### src/rtl/chs_sim_uart_tx.sv
// chs_sim_uart_tx: APB-attached UART transmitter for simulation environments.
// Bytes written to THR are queued in a TX FIFO and serialized as 8N1 frames
// on uart_tx_o with a bit period of DIV+1 clock cycles.
//
// APB handshake: zero wait states, pready_o is always 1. An access phase is
// psel_i & penable_i. Every side effect (push, register write) and the THR
// overflow error happen only in that phase. prdata_o and pslverr_o are
// combinational from the access phase and read 0 outside it.
module chs_sim_uart_tx #(
    parameter int          FifoDepth  = 16,
    parameter logic [15:0] DivDefault = 16'd15
) (
    input  logic        clk_i,
    input  logic        rst_ni,
    input  logic        psel_i,
    input  logic        penable_i,
    input  logic        pwrite_i,
    input  logic [31:0] paddr_i,
    input  logic [31:0] pwdata_i,
    output logic [31:0] prdata_o,
    output logic        pready_o,
    output logic        pslverr_o,
    output logic        uart_tx_o,
    output logic        irq_o
);

    localparam int AW = $clog2(FifoDepth);
    localparam int PW = AW + 1;

    typedef enum logic [1:0] {
        S_IDLE  = 2'd0,
        S_START = 2'd1,
        S_DATA  = 2'd2,
        S_STOP  = 2'd3
    } state_e;

    // Register file
    logic [15:0] div_q, div_d;
    logic [1:0]  ctrl_q, ctrl_d;

    // FIFO storage and pointers (extra MSB distinguishes full from empty)
    logic [7:0]    mem_q [FifoDepth];
    logic [PW-1:0] wr_ptr_q, wr_ptr_d;
    logic [PW-1:0] rd_ptr_q, rd_ptr_d;
    logic [PW-1:0] count;
    logic          fifo_empty, fifo_full;
    logic          push, pop;

    // Serializer
    state_e      state_q, state_d;
    logic [7:0]  shift_q, shift_d;
    logic [15:0] reload_q, reload_d;
    logic [15:0] baud_q, baud_d;
    logic [2:0]  bit_cnt_q, bit_cnt_d;
    logic        tx_q, tx_d;
    logic        irq_q, irq_d;

    // APB decode
    logic       access, wr_acc, rd_acc;
    logic [1:0] sel;
    logic       tx_idle;
    logic [7:0] count8;
    logic       unused_bits;

    assign access      = psel_i & penable_i;
    assign wr_acc      = access & pwrite_i;
    assign rd_acc      = access & ~pwrite_i;
    assign sel         = paddr_i[3:2];
    assign unused_bits = ^{paddr_i[31:4], paddr_i[1:0], pwdata_i[31:16]};

    assign count      = wr_ptr_q - rd_ptr_q;
    assign fifo_empty = (count == '0);
    assign fifo_full  = (count == PW'(FifoDepth));
    assign tx_idle    = (state_q == S_IDLE) & fifo_empty;
    assign count8     = 8'(count);

    // Full is judged on the registered count, so a same-cycle pop never makes room
    assign push      = wr_acc & (sel == 2'd0) & ~fifo_full;
    assign pslverr_o = wr_acc & (sel == 2'd0) & fifo_full;
    assign pready_o  = 1'b1;

    assign uart_tx_o = tx_q;
    assign irq_o     = irq_q;

    // Read mux, only driven during a read access phase
    always_comb begin
        prdata_o = '0;
        if (rd_acc) begin
            case (sel)
                2'd1:    prdata_o = {16'h0, count8, 5'b0, tx_idle, fifo_full, fifo_empty};
                2'd2:    prdata_o = {16'h0, div_q};
                2'd3:    prdata_o = {30'h0, ctrl_q};
                default: prdata_o = '0;
            endcase
        end
    end

    // DIV and CTRL write logic
    always_comb begin
        div_d  = div_q;
        ctrl_d = ctrl_q;
        if (wr_acc) begin
            if (sel == 2'd2) div_d  = pwdata_i[15:0];
            if (sel == 2'd3) ctrl_d = pwdata_i[1:0];
        end
    end

    // FIFO pointer advance and level interrupt based on next-cycle occupancy
    always_comb begin
        wr_ptr_d = wr_ptr_q + {{AW{1'b0}}, push};
        rd_ptr_d = rd_ptr_q + {{AW{1'b0}}, pop};
        irq_d    = (wr_ptr_d == rd_ptr_d) & ctrl_d[1];
    end

    // Serializer next-state: IDLE pops and loads, then START/DATA/STOP each DIV+1 cycles
    always_comb begin
        state_d   = state_q;
        shift_d   = shift_q;
        reload_d  = reload_q;
        baud_d    = baud_q;
        bit_cnt_d = bit_cnt_q;
        tx_d      = tx_q;
        pop       = 1'b0;
        case (state_q)
            S_IDLE: begin
                tx_d = 1'b1;
                if (ctrl_q[0] && !fifo_empty) begin
                    pop       = 1'b1;
                    shift_d   = mem_q[rd_ptr_q[AW-1:0]];
                    reload_d  = div_q;
                    baud_d    = div_q;
                    bit_cnt_d = 3'd0;
                    tx_d      = 1'b0;
                    state_d   = S_START;
                end
            end
            S_START: begin
                if (baud_q == 16'd0) begin
                    baud_d    = reload_q;
                    tx_d      = shift_q[0];
                    shift_d   = {1'b0, shift_q[7:1]};
                    bit_cnt_d = 3'd0;
                    state_d   = S_DATA;
                end else begin
                    baud_d = baud_q - 16'd1;
                end
            end
            S_DATA: begin
                if (baud_q == 16'd0) begin
                    baud_d = reload_q;
                    if (bit_cnt_q == 3'd7) begin
                        tx_d    = 1'b1;
                        state_d = S_STOP;
                    end else begin
                        tx_d      = shift_q[0];
                        shift_d   = {1'b0, shift_q[7:1]};
                        bit_cnt_d = bit_cnt_q + 3'd1;
                    end
                end else begin
                    baud_d = baud_q - 16'd1;
                end
            end
            S_STOP: begin
                if (baud_q == 16'd0) begin
                    tx_d    = 1'b1;
                    state_d = S_IDLE;
                end else begin
                    baud_d = baud_q - 16'd1;
                end
            end
            default: begin
                tx_d    = 1'b1;
                state_d = S_IDLE;
            end
        endcase
    end

    // FIFO storage; contents are don't-care after reset since pointers clear
    always_ff @(posedge clk_i) begin
        if (push) mem_q[wr_ptr_q[AW-1:0]] <= pwdata_i[7:0];
    end

    // State registers
    always_ff @(posedge clk_i or negedge rst_ni) begin
        if (!rst_ni) begin
            div_q     <= DivDefault;
            ctrl_q    <= 2'b00;
            wr_ptr_q  <= '0;
            rd_ptr_q  <= '0;
            state_q   <= S_IDLE;
            shift_q   <= 8'h00;
            reload_q  <= 16'h0;
            baud_q    <= 16'h0;
            bit_cnt_q <= 3'd0;
            tx_q      <= 1'b1;
            irq_q     <= 1'b0;
        end else begin
            div_q     <= div_d;
            ctrl_q    <= ctrl_d;
            wr_ptr_q  <= wr_ptr_d;
            rd_ptr_q  <= rd_ptr_d;
            state_q   <= state_d;
            shift_q   <= shift_d;
            reload_q  <= reload_d;
            baud_q    <= baud_d;
            bit_cnt_q <= bit_cnt_d;
            tx_q      <= tx_d;
            irq_q     <= irq_d;
        end
    end

endmodule
### config.mk
export PLATFORM = sky130hd
export DESIGN_NAME = chs_sim_uart_tx
export DESIGN_NICKNAME = d
export VERILOG_FILES = /design/src/rtl/chs_sim_uart_tx.sv
export SDC_FILE = /design/constraint.sdc
export NUM_CORES = 1
export LEC_CHECK = 0
export CAP_MARGIN = 25
export CORE_ASPECT_RATIO = 1.25
export CORE_MARGIN = 2
export CORE_UTILIZATION = 51
export CTS_CLUSTER_SIZE = 20
export DETAILED_ROUTE_END_ITERATION = 6
export MAX_ROUTING_LAYER = met4
export PLACE_DENSITY = 0.75
export SLEW_MARGIN = 20
export SYNTH_ARGS = -nofsm -noshare
export SYNTH_HDL_FRONTEND = slang
export SYNTH_SLANG_ARGS = --single-unit
### constraint.sdc
create_clock -name clk_i -period 3.28 [get_ports clk_i]
set_input_delay 0.984 -clock clk_i [delete_from_list [all_inputs] [get_ports clk_i]]
set_output_delay 0.984 -clock clk_i [all_outputs]
set_load 0.01 [all_outputs]
; ---- Word level (Yosys, flattened, before mapping)
; Memories as Yosys holds them, arrays and structs flattened.
; Index checks and enable logic that the tools add are counted.
[totals]
mem_bits_rw = 128
latchBits = 0
mem_bits_ro = 0
mem_count = 1
reg_bits = 75
[classes]
add_sub_neg = 5
n_mux = 34
n_eq_ne = 16
shifts = 0
magnitude_cmp = 0
n_div = 0
multipliers = 0
bitwise = 10
reduce_logical = 15
[memory_table]
columns = memory, words, width, read_ports, rd_clocked_by_memory_dff, write_ports, line
row1 = mem_q, 16, 8, 1, 0, 1, 42  ; logic [7:0] mem_q [FifoDepth];
[ops]
columns = op, count
row1 = 16-bit one-hot mux with 3 select lines, 2
row2 = 16-bit two-way mux, 3
row3 = 32-bit two-way mux, 1
row4 = 8-bit two-way mux, 4
row5 = 8-bit one-hot mux with 3 select lines, 1
row6 = 16-bit logical NOT, 1
row7 = "16-bit by 1-bit subtractor with 16-bit output, second input constant", 1
row8 = 2-bit two-way mux, 7
row9 = 3-bit two-way mux, 4
row10 = "2-bit inequality test, second input constant", 6
row11 = 5-bit by 1-bit adder with 5-bit output, 2
row12 = 5-bit AND reduction, 2
row13 = 1-bit two-way mux, 9
row14 = 3-bit one-hot mux with 3 select lines, 1
row15 = 1-bit AND, 8
row16 = "2-bit equality test, second input constant", 4
row17 = 2-bit one-hot mux with 4 select lines, 1
row18 = 2-bit AND reduction, 4
row19 = 5-bit equality test, 1
row20 = "5-bit equality test, second input constant", 1
row21 = 5-bit logical NOT, 1
row22 = 5-bit subtractor, 1
row23 = "2-bit by 1-bit equality test with 1-bit output, second input constant", 2
row24 = 2-bit logical NOT, 2
row25 = 10 further kinds, 11

; ---- Logic depth before layout (Yosys ltp)
[logic_depth]
depth_word = 9
mapped_depth = 17

; ---- Worst setup path before layout
; OpenSTA, ideal clock, no wires.
[synth_path]
path_type = reg-to-output
from = reg rd_ptr_q[1]
to = out prdata_o[0]
arrival_time_ns = 2.650
stages_incl_launch_ff = 12
slack_ns = -0.354
path_cell_list = dfrtp_1 clkbuf_1 clkbuf_1 inv_1 ha_1 nor2b_1 o21a_1 nor4b_2 o2bb2a_1 buf_4 a21oi_1 a211oi_1
[synth_via]
elab_chain_cells = 4
[synth_lines]
columns = item, line
row1 = from (decl), 44  ; logic [PW-1:0] rd_ptr_q, rd_ptr_d;
row2 = from (signal assigned), 201  ; rd_ptr_q <= rd_ptr_d;
row3 = 5-bit subtractor, 71  ; assign count = wr_ptr_q - rd_ptr_q;
row4 = 5-bit logical NOT, 72  ; assign fifo_empty = (count == '0);
row5 = 16-bit one-hot mux with 3 select lines, 89  ; case (sel)
row6 = 32-bit two-way mux, 88  ; if (rd_acc) begin
row7 = to (decl), 20  ; output logic [31:0] prdata_o,
; No other way between the ends.

; ---- Worst setup path in the final report
[layout_path]
from = reg rd_ptr_q[0]
to = out pslverr_o
[layout_via]
elab_chain_cells = 3
[layout_lines]
columns = item, line
row1 = 5-bit subtractor, 71
row2 = 5-bit equality test, 73  ; assign fifo_full = (count == PW'(FifoDepth));
row3 = 1-bit AND, 79  ; assign pslverr_o = wr_acc & (sel == 2'd0) & fifo_full;
row4 = to (decl), 22  ; output logic pslverr_o,
; No other way between the ends.

==> impl_results.md <==
- Reg2Reg Depth: 17
- Status: complete, but fails checks
- Reg2reg setup slack: -0.11 ns
- CTS clock-pin slew for the worst setup and hold paths: 0.06 ns
- Iteration-0 DRC Markers: 423
- Via Count: 6273
- Vias in the first global route: 6471
- Largest delay share family, worst path: simple AND/OR/NAND/NOR gates
- Setup tns final: -2.53 ns
- Avg Inst Size Synth: 14.1 µm²
- Die Ht: 157 µm
- Pins Over Slew Limit: 0
- Final period util: 117%
- # rows: 56
- Post-route cell area: 0.0116 mm²
- Fmax: 260 MHz
- CTS Hold Bufs: 0
- DRC Markers: 0
- Core area: 0.0186 mm²
- WP data arrival: 2.87 ns
- Antenna violations before repair: 0
- Final wirelength: 22800 µm
- Skew final: 0.00944 ns
- Layout area overhead: 21.2%
- Top_reg_cell synth: edfxtp_1
- CTS max path bufs: 3
- IO buf count: 41
- H-tree depth: 1
- Count of non-filler cells in the finished layout: 1035
- Worst-margin pin slew: 0.859 ns
- CP bufs+invs: 3
- Unrepaired setup endpoints after global routing: true
- # setup viols final: 7
- Initial Util: 51.5%
- Clk Tree Root Cell: clkbuf_16
- Antenna viol nets, final: 0
- WHS: 0.415 ns
- Slowest-stage cell, CP: dfrtp_2
- Critical path cell sequence: ha_4, fa_2, xor2_2, and3_4, nor4b_4, buf_4, o211ai_1, buf_4, nor4_4, buf_2
- Crit-path max FO: 2
- Yosys reg bits: 203
- Final Hold Fails: 0
- Pwr dens: 905 mW/mm²
- # diodes: 0
- WL/cell: 22.0 µm
- Most common cell after layout, fill and taps aside: edfxtp_1
- Cts bufs inserted: 22
- Slowest stage delay, CP: 0.42 ns
- Hold Crit Class: in2async
- Avg Vias per Cell: 6.06
- Mapped cell area: 0.00957 mm²
- Placed cells: 980
- CTS tree: built
- DP HPWL: 14900 µm
- Die width: 127 µm
- GR Overflow Total: 0
- Total Routing Usage GR: 23.5%
- Min Tclk post-route: 3.85 ns
- Worst setup margin: -0.573 ns
- Clock sink count: 203
- Netlist cell types: 67
- Drt pass-1 iters: 5
- Number of enable flip-flop cells after synthesis: 128
- Worst r2r src: rd_ptr_q[0]
- Io pins: 105
- Placer Congestion: 0.966
- Area of placed instances: 0.0106 mm²
- Crit. End Element: primary output
- Cells after synthesis: 677
- # Max-Cap Violations: 0
- Violated checks: setup timing
- Post-synth ARST share: 36.9%
- Critical path's most frequent cell: buf_4
- Slew Limit Headroom: 42.6%
- Number of warnings issued by yosys: 0
- Peak supply drop: 0.000660 V
- Startpoint types: flop
- R2r endpoint: irq_o
- Most frequent cells in the layout: edfxtp_1 (128), buf_4 (75), dfrtp_1 (69)
- Critical path type: reg2out
- Place WS: -0.591 ns
- Leak: 4.48 nW
- First-pass GRT wire length: 35300 µm
- Post-synthesis sequential area ratio: 59.9%
- Worst skew pair latency: 0.51 ns
- Final nets: 873
- Largest net degree at the start of global routing: 44
- Share of layout cells above drive strength 1: 31.1%
- Die ar.: 0.0199 mm²
- Critical Path RT: 2.30 ns
[through the flow]
step / total power, mW / utilization (%)
finish: 10.5 / 62.4
global route: 11.0 / 62.4
CTS: 10.3 / 61.8
detailed placement: 7.50 / 56.8
global placement: 7.35 / 56.8
floorplan: 6.41 / -
[Yosys cell counts, types with 3 or more instances]
master,instances,area [µm²]
mux4_2,33,743
nor4_1,5,31.3
a21oi_1,21,105
mux2_2,32,360
nor2_1,42,158
nand2b_1,7,43.8
mux2_4,8,120
a211oi_1,5,37.5
xnor2_1,13,114
o22ai_1,3,18.8
mux2i_1,14,140
o21a_1,4,30.0
buf_2,5,25.0
a2bb2oi_1,5,43.8
o2bb2ai_1,3,26.3
inv_1,18,67.6
xor2_1,8,70.1
o31ai_1,3,22.5
dfrtp_1,70,1750
buf_6,5,56.3
nand4_1,10,62.6
and2_1,8,50.1
nand3_1,8,40.0
nor2b_1,7,43.8
o21ai_0,19,95.1
buf_4,18,135
clkbuf_1,22,82.6
nand2_1,45,169
o211ai_1,7,52.6
a221o_1,12,120
dfstp_2,5,131
nor3_1,18,90.1
edfxtp_1,128,3840
mux2_1,9,101
ha_1,15,188
[how the worst max path moves through the flow]
stage	from	end	depth (start not counted)
finish	rd_ptr_q[0]	pslverr_o	10
CTS	rd_ptr_q[0]	pslverr_o	9
detailed placement	wr_ptr_q[0]	pslverr_o	9
global placement	wr_ptr_q[0]	pslverr_o	9
floorplan	rd_ptr_q[2]	prdata_o[0]	10
global route	rd_ptr_q[0]	prdata_o[1]	11
[logic make-up after synthesis]
kind of cell               synth area share (%)
xor gates and xnor gates                   1.92
other                                    0.0785
and+or+nand+nor                            8.98
DFF                                        59.9
buffers and inverters                      3.91
AOI/OAI and AO/OA                          7.77
muxes                                      15.3
adders and majority gates                  2.17
[sequential cells by signal, summed over array words and instances, names as in the netlist]
| signal | count |
|---|---|
| irq_o | 1 |
| rd_ptr_q | 5 |
| state_q | 2 |
| bit_cnt_q | 3 |
| ctrl_q | 2 |
| baud_q | 16 |
| wr_ptr_q | 5 |
| reload_q | 16 |
| div_q | 16 |
| uart_tx_o | 1 |
| mem_q | 128 |
| shift_q | 8 |
[worst register-to-register path: stages, from the launching register on]
cell and delay (ns):
dfrtp_2 0.42, ha_4 0.17, fa_2 0.37, xor2_2 0.16, and3_4 0.20, nor4b_4 0.22
buf_4 0.16, o211ai_1 0.09, buf_4 0.17, buf_4 0.13, buf_6 0.12, and2_4 0.16
ha_4 0.17, ha_4 0.17, xor2_2 0.18, xnor2_1 0.15, nand4_1 0.15, nor3_2 0.13
[cell type report]
cell class,count,area [µm²]
Clock buffer,24,558
Sequential cell,203,5730
Timing Repair Buffer,123,1010
Multi-Input combinational cell,419,3740
Tap cell,232,290
Fill cell,1305,6980
Inverter,19,71.3
Clock inverter,15,185
[report_power, final]
part	switching (mW)	total, mW	internal (mW)
sequential	0.350	3.46	3.11
combinational	2.29	4.49	2.20
clock	0.995	2.54	1.54
total	3.63	10.5	6.86
[metal layers]
layer | vias up | GRT usage (%) | part of all wire (%)
li1 | 2765 | - | -
met1 | 3204 | 28.0 | 39
met2 | 229 | 40.9 | 53
met3 | 75 | 2.96 | 4.9
met4 | 0 | 9.42 | 4.0
met5 | - | - | 0
[repair_timing]
action | in CTS | in global routing
hold endpoints to repair | 0 | 0
gates resized for setup | 83 | 22
setup buffers | 10 | 9
pin swaps | 25 | 23
endpoints found under the setup margin | 18 | 21
No activity file was read; power rests on OpenSTA's default activity.
